`config.mk`:
```
export PLATFORM = sky130hd
export DESIGN_NAME = hazard_unit
export DESIGN_NICKNAME = d
export VERILOG_FILES = /design/src/rtl/hazard_unit.sv
export SDC_FILE = /design/constraint.sdc
export NUM_CORES = 1
export LEC_CHECK = 0
export ABC_AREA = 1
export CORE_MARGIN = 2
export CORE_UTILIZATION = 41
export DETAILED_ROUTE_END_ITERATION = 8
export GPL_TIMING_DRIVEN = 0
export PLACE_DENSITY = 0.81
export SYNTH_ARGS = -nofsm -noshare
export SYNTH_HDL_FRONTEND = slang
export SYNTH_SLANG_ARGS = --single-unit
```
`constraint.sdc`:
```
create_clock -name clk_i -period 1.7 [get_ports clk_i]
set_input_delay 0.34 -clock clk_i [delete_from_list [all_inputs] [get_ports clk_i]]
set_output_delay 0.34 -clock clk_i [all_outputs]
set_load 0.01 [all_outputs]
```
`src/rtl/hazard_unit.sv`:
```
// Pipeline hazard control: stall/flush/bubble generation, trap drain and fence.i sequencing.
// Optional operand forwarding is enabled by defining HAZARD_FWD_EN.
module hazard_unit #(
    parameter int unsigned TRAP_DRAIN_CYCLES = 1
) (
    input  logic       clk_i,
    input  logic       rst_i,
    input  logic       id_valid_i,
    input  logic [4:0] id_rs1_i,
    input  logic [4:0] id_rs2_i,
    input  logic       ex_valid_i,
    input  logic [4:0] ex_rd_i,
    input  logic       ex_is_load_i,
    input  logic       ex_branch_taken_i,
    input  logic       ex_fence_i_i,
    input  logic       mem_valid_i,
    input  logic [4:0] mem_rd_i,
    input  logic       wb_valid_i,
    input  logic [4:0] wb_rd_i,
    input  logic       imem_stall_i,
    input  logic       dmem_stall_i,
    input  logic       wb_trap_i,
    input  logic       icache_inv_done_i,
    output logic       pc_stall_o,
    output logic       if_id_stall_o,
    output logic       if_id_flush_o,
    output logic       if_id_prev_stall_o,
    output logic       id_ex_stall_o,
    output logic       id_ex_flush_o,
    output logic       id_ex_prev_stall_o,
    output logic       ex_mem_stall_o,
    output logic       ex_mem_flush_o,
    output logic       ex_mem_prev_stall_o,
    output logic       mem_wb_stall_o,
    output logic       mem_wb_flush_o,
    output logic       mem_wb_prev_stall_o,
    output logic       icache_inv_req_o,
    output logic [1:0] fwd_rs1_sel_o,
    output logic [1:0] fwd_rs2_sel_o
);

    typedef enum logic [1:0] {
        S_RUN,
        S_TRAP_DRAIN,
        S_FENCE_WAIT
    } state_t;

    localparam logic [3:0] DRAIN_INIT = 4'(TRAP_DRAIN_CYCLES);
    localparam state_t     TRAP_NEXT  = (TRAP_DRAIN_CYCLES == 0) ? S_RUN : S_TRAP_DRAIN;

    state_t     state_q, state_d;
    logic [3:0] cnt_q, cnt_d;
    logic       inv_req_q, inv_req_d;

    logic pc_stall_c;
    logic if_id_stall_c, id_ex_stall_c, ex_mem_stall_c, mem_wb_stall_c;
    logic if_id_flush_c, id_ex_flush_c, ex_mem_flush_c, mem_wb_flush_c;
    logic raw_stall;
    logic [1:0] fwd1_c, fwd2_c;

    function automatic logic rd_hit(input logic v, input logic [4:0] rd, input logic [4:0] rs);
        return v & (rd != 5'd0) & (rd == rs);
    endfunction

    logic ex_hit, mem_hit, wb_hit;
    assign ex_hit  = rd_hit(ex_valid_i,  ex_rd_i,  id_rs1_i) | rd_hit(ex_valid_i,  ex_rd_i,  id_rs2_i);
    assign mem_hit = rd_hit(mem_valid_i, mem_rd_i, id_rs1_i) | rd_hit(mem_valid_i, mem_rd_i, id_rs2_i);
    assign wb_hit  = rd_hit(wb_valid_i,  wb_rd_i,  id_rs1_i) | rd_hit(wb_valid_i,  wb_rd_i,  id_rs2_i);

`ifdef HAZARD_FWD_EN
    always_comb begin
        raw_stall = id_valid_i & ex_is_load_i & ex_hit;
        fwd1_c = rd_hit(mem_valid_i, mem_rd_i, id_rs1_i) ? 2'b01 :
                 rd_hit(wb_valid_i,  wb_rd_i,  id_rs1_i) ? 2'b10 : 2'b00;
        fwd2_c = rd_hit(mem_valid_i, mem_rd_i, id_rs2_i) ? 2'b01 :
                 rd_hit(wb_valid_i,  wb_rd_i,  id_rs2_i) ? 2'b10 : 2'b00;
    end
`else
    always_comb begin
        raw_stall = id_valid_i & (ex_hit | mem_hit | wb_hit);
        fwd1_c    = 2'b00;
        fwd2_c    = 2'b00;
    end
`endif

    always_ff @(posedge clk_i or posedge rst_i) begin
        if (rst_i) begin
            state_q   <= S_RUN;
            cnt_q     <= '0;
            inv_req_q <= 1'b0;
        end else begin
            state_q   <= state_d;
            cnt_q     <= cnt_d;
            inv_req_q <= inv_req_d;
        end
    end

    always_comb begin
        state_d        = state_q;
        cnt_d          = cnt_q;
        inv_req_d      = 1'b0;
        pc_stall_c     = 1'b0;
        if_id_stall_c  = 1'b0;
        id_ex_stall_c  = 1'b0;
        ex_mem_stall_c = 1'b0;
        mem_wb_stall_c = 1'b0;
        if_id_flush_c  = 1'b0;
        id_ex_flush_c  = 1'b0;
        ex_mem_flush_c = 1'b0;
        mem_wb_flush_c = 1'b0;

        if (wb_trap_i) begin
            // A trap wins in every state and (re)starts the drain.
            if_id_flush_c  = 1'b1;
            id_ex_flush_c  = 1'b1;
            ex_mem_flush_c = 1'b1;
            mem_wb_flush_c = 1'b1;
            state_d        = TRAP_NEXT;
            cnt_d          = DRAIN_INIT;
        end else begin
            case (state_q)
                S_RUN: begin
                    if (dmem_stall_i) begin
                        pc_stall_c     = 1'b1;
                        if_id_stall_c  = 1'b1;
                        id_ex_stall_c  = 1'b1;
                        ex_mem_stall_c = 1'b1;
                    end else if (ex_valid_i && ex_fence_i_i) begin
                        if_id_flush_c = 1'b1;
                        id_ex_flush_c = 1'b1;
                        inv_req_d     = 1'b1;
                        state_d       = S_FENCE_WAIT;
                    end else if (ex_valid_i && ex_branch_taken_i) begin
                        if_id_flush_c = 1'b1;
                        id_ex_flush_c = 1'b1;
                    end else if (raw_stall) begin
                        pc_stall_c    = 1'b1;
                        if_id_stall_c = 1'b1;
                    end else if (imem_stall_i) begin
                        pc_stall_c = 1'b1;
                    end
                end
                S_TRAP_DRAIN: begin
                    if_id_flush_c = 1'b1;
                    cnt_d         = cnt_q - 4'd1;
                    if (cnt_q <= 4'd1) begin
                        state_d = S_RUN;
                    end
                end
                S_FENCE_WAIT: begin
                    pc_stall_c    = 1'b1;
                    if_id_flush_c = 1'b1;
                    if (dmem_stall_i) begin
                        id_ex_stall_c  = 1'b1;
                        ex_mem_stall_c = 1'b1;
                    end
                    if (icache_inv_done_i) begin
                        state_d = S_RUN;
                    end
                end
                default: state_d = S_RUN;
            endcase
        end
    end

    // Everything is forced low while reset is held; pipeline registers reset themselves.
    assign pc_stall_o          = pc_stall_c     & ~rst_i;
    assign if_id_stall_o       = if_id_stall_c  & ~rst_i;
    assign id_ex_stall_o       = id_ex_stall_c  & ~rst_i;
    assign ex_mem_stall_o      = ex_mem_stall_c & ~rst_i;
    assign mem_wb_stall_o      = mem_wb_stall_c & ~rst_i;
    assign if_id_flush_o       = if_id_flush_c  & ~rst_i;
    assign id_ex_flush_o       = id_ex_flush_c  & ~rst_i;
    assign ex_mem_flush_o      = ex_mem_flush_c & ~rst_i;
    assign mem_wb_flush_o      = mem_wb_flush_c & ~rst_i;
    assign if_id_prev_stall_o  = imem_stall_i   & ~rst_i;
    assign id_ex_prev_stall_o  = if_id_stall_o;
    assign ex_mem_prev_stall_o = id_ex_stall_o;
    assign mem_wb_prev_stall_o = ex_mem_stall_o;
    assign icache_inv_req_o    = inv_req_q;
    assign fwd_rs1_sel_o       = rst_i ? 2'b00 : fwd1_c;
    assign fwd_rs2_sel_o       = rst_i ? 2'b00 : fwd2_c;

endmodule

```
==> reports/metrics.yaml <==
start_kind: "register"
p_seq_share_pct: 20.5
numCtsBuffers: 3
cts_num_sinks: 7
postSynthCellCount: 216
hold_viol: 0
portBuffers: 48
antenna_found_initial: 0
clkPwrFrac_pct: 12.6
root_buffer: "clkbuf_4"
crit_type: "register to output pin"
setup_violations: 9
status: "complete, but fails checks"
share_comb_of_total_power_pct: 66.9
core-area_sq_um: 2710
wl_met1_microns: 1370
worstPathRequired_ps: 1360
fp.dieH_microns: 57.0
hp-class: "input pin to asynchronous set/reset pin"
syn_area_sq_um: 1150
path_buf_inv: 4
first_pass_iters: 4
drc_errors: 0
ios: 56
layout_common_cells: "nand2_1, buf_4, inv_2"
leakagePower_nw: 1.08
violations: "negative setup slack"
end_kind: "output pin"
clock.fmax_ghz: 0.540
grt_pass1_vias: 1355
p_per_area_nw_per_um2: 633
grt_remaining_overflow: 0
ctsHtreeMaxLevel: 1
met2WireLength_microns: 1770
clk_pin_slew_ps: 50
cp_slowest_cell: "dfrtp_2"
initial_utilization_pct: 42.5
tns_ps: -794
insertion_delay_ps: 250
worstPathMaxFanout: 4
fin_crit_sh_pct: 109
ys_seq_area_share_pct: 15.2
drv_slew: 0
synth.distinct_cells: 22
drive_gt1_share_pct: 40.9
crit_top_cell: "buf_6"
post-dp-hpwl_microns: 2510
dr_wl_met3_microns: 186
rsz0062_at_grt: "true"
p_sw_share_pct: 42.3
peakVddDrop_mv: 0.784
clk_path_buf_depth: 2
place_area_sq_um: 1690
drt_iter0_drc: 50
yosys_warnings: 0
dieArea_sq_um: 3250
pre_cts_slack_ps: -982
cts_tree: "done"
slowest_delay_ps: 440
crit_family: "buffers and inverters"
grt_usage_pct: 20.9
layout_commonest_cell: "nand2_1"
finalCriticalPeriod_ps: 1850
grt_pass1_wl_microns: 5530
max_cap_viol_count: 0
vias: 1444
total_power_mw: 1.18
ys_ff_latch: 7
drt_wl_total_microns: 3390
viasPerCell: 4.63
grt_max_degree: 9
cp.arrival_ps: 1510
gp_congestion: 0.822
p_int_mw: 0.678
area_growth_pct: 61.5
crit_chain: "inv_2 -> ha_4 -> nor2_4 -> nor4_4 -> buf_4 -> buf_6 -> buf_6"
wl_per_cell_microns: 10.9
synth_area_per_cell_sq_um: 5.33
row_count: 19
dieWidth_microns: 57.0
fin_skew_ps: 6.39
detail-route-antenna-nets: 0
setup_ws_ps: -152
diodes: 0
highest_layer: "met4"
cts_hold_buf: 0
nNetsFinal: 326
final_cell_area_sq_um: 1860
power_switching_mw: 0.498
[registers in the layout, indices dropped and copies added (netlist names)]
name              flops
cnt_q                 4
icache_inv_req_o      1
state_q               2
[final timing paths]
| path | slack, ps | endpoint | from | cells after the start |
|---|---|---|---|---|
| worst max register to register | 170 | state_q[1]$_DFFE_PP0P_ | state_q[0]$_DFFE_PP0P_ | 8 |
| worst min register to register | 530 | cnt_q[2]$_DFFE_PP0P_ | cnt_q[2]$_DFFE_PP0P_ | 2 |
| worst min-delay path | 80 | icache_inv_req_o$_DFF_PP0_ | rst_i | 2 |
| min in group clk_i | 360 | cnt_q[1]$_DFFE_PP0P_ | wb_trap_i | 2 |
| max in group asynchronous | 1440 | state_q[1]$_DFFE_PP0P_ | rst_i | 2 |
| worst max-delay path | -150 | ex_mem_stall_o | state_q[1]$_DFFE_PP0P_ | 7 |
[what timing repair did]
item	in CTS	in global routing
hold endpoints to repair	0	0
setup buffers	8	2
resized for setup	195	37
endpoints found under the setup margin	12	10
gates cloned	0	0
pin swaps	28	26
[synthesized netlist by cell type, drive strengths merged]
cell	count	area share, %
nand2	80	26
inv	43	14
nor2	22	7.2
nand3	12	5.2
buf	11	7.2
o21ai	8	3.5
dfrtp	7	15
a21oi	6	2.6
ha	6	6.5
xnor2	6	4.6
nand4	3	1.6
nor3	3	1.3
clkinv	2	0.65
a211oi	1	0.65
conb	1	0.33
nor4	1	0.54
o211ai	1	0.65
o21bai	1	0.65
o41ai	1	0.76
xor2	1	0.76
[metal layers]
layer,vias up,global-route usage [%]
met3,8,2.72
met1,628,25.2
met5,-,0
met4,0,4.98
li1,771,-
met2,37,38.9
[power groups by stage]
| stage | Clock, mW | Sequential [mW] | Combinational [mW] |
|---|---|---|---|
| 3_3_place_gp | 0 | 0.244 | 0.596 |
| 4_1_cts | 0.151 | 0.241 | 0.691 |
| 5_1_grt | 0.163 | 0.247 | 0.869 |
| 2_1_floorplan | 0 | 0.241 | 0.388 |
| 6_report | 0.148 | 0.241 | 0.787 |
| 3_5_place_dp | 0 | 0.246 | 0.602 |
[cells by family after synthesis]
family | after synthesis | synth area share [%]
flops | 7 | 15.2
fa+ha+maj | 6 | 6.52
other cells | 1 | 0.326
xor+xnor | 7 | 5.33
buf+inv | 56 | 21.8
simple gates | 121 | 42.0
compound gates | 18 | 8.80
[layout make-up]
cell class	count	area, sq um
Inverter	45	178
Timing Repair Buffer	58	468
Fill cell	247	851
Tap cell	31	38.8
Multi-Input combinational cell	157	890
Sequential cell	7	176
Buffer	10	82.6
Clock buffer	4	26.3
[worst register-to-register path: stages, from the launching register on]
cell and delay (ps):
dfrtp_1 390, buf_4 140, buf_4 130, ha_1 270
nand2_1 90, o21ai_1 70, o21bai_1 180, nand3_1 80
o41ai_1 70
[per-stage QoR]
step                hold slack, ps  cells  utilization, %
detailed placement             521    299            62.4
global route                  92.8    312            68.6
global placement               507    299            62.4
floorplan                      152    220               -
finish                        80.3    312            68.6
CTS                           80.7    310            63.8
(Power assumes the default switching activity.)
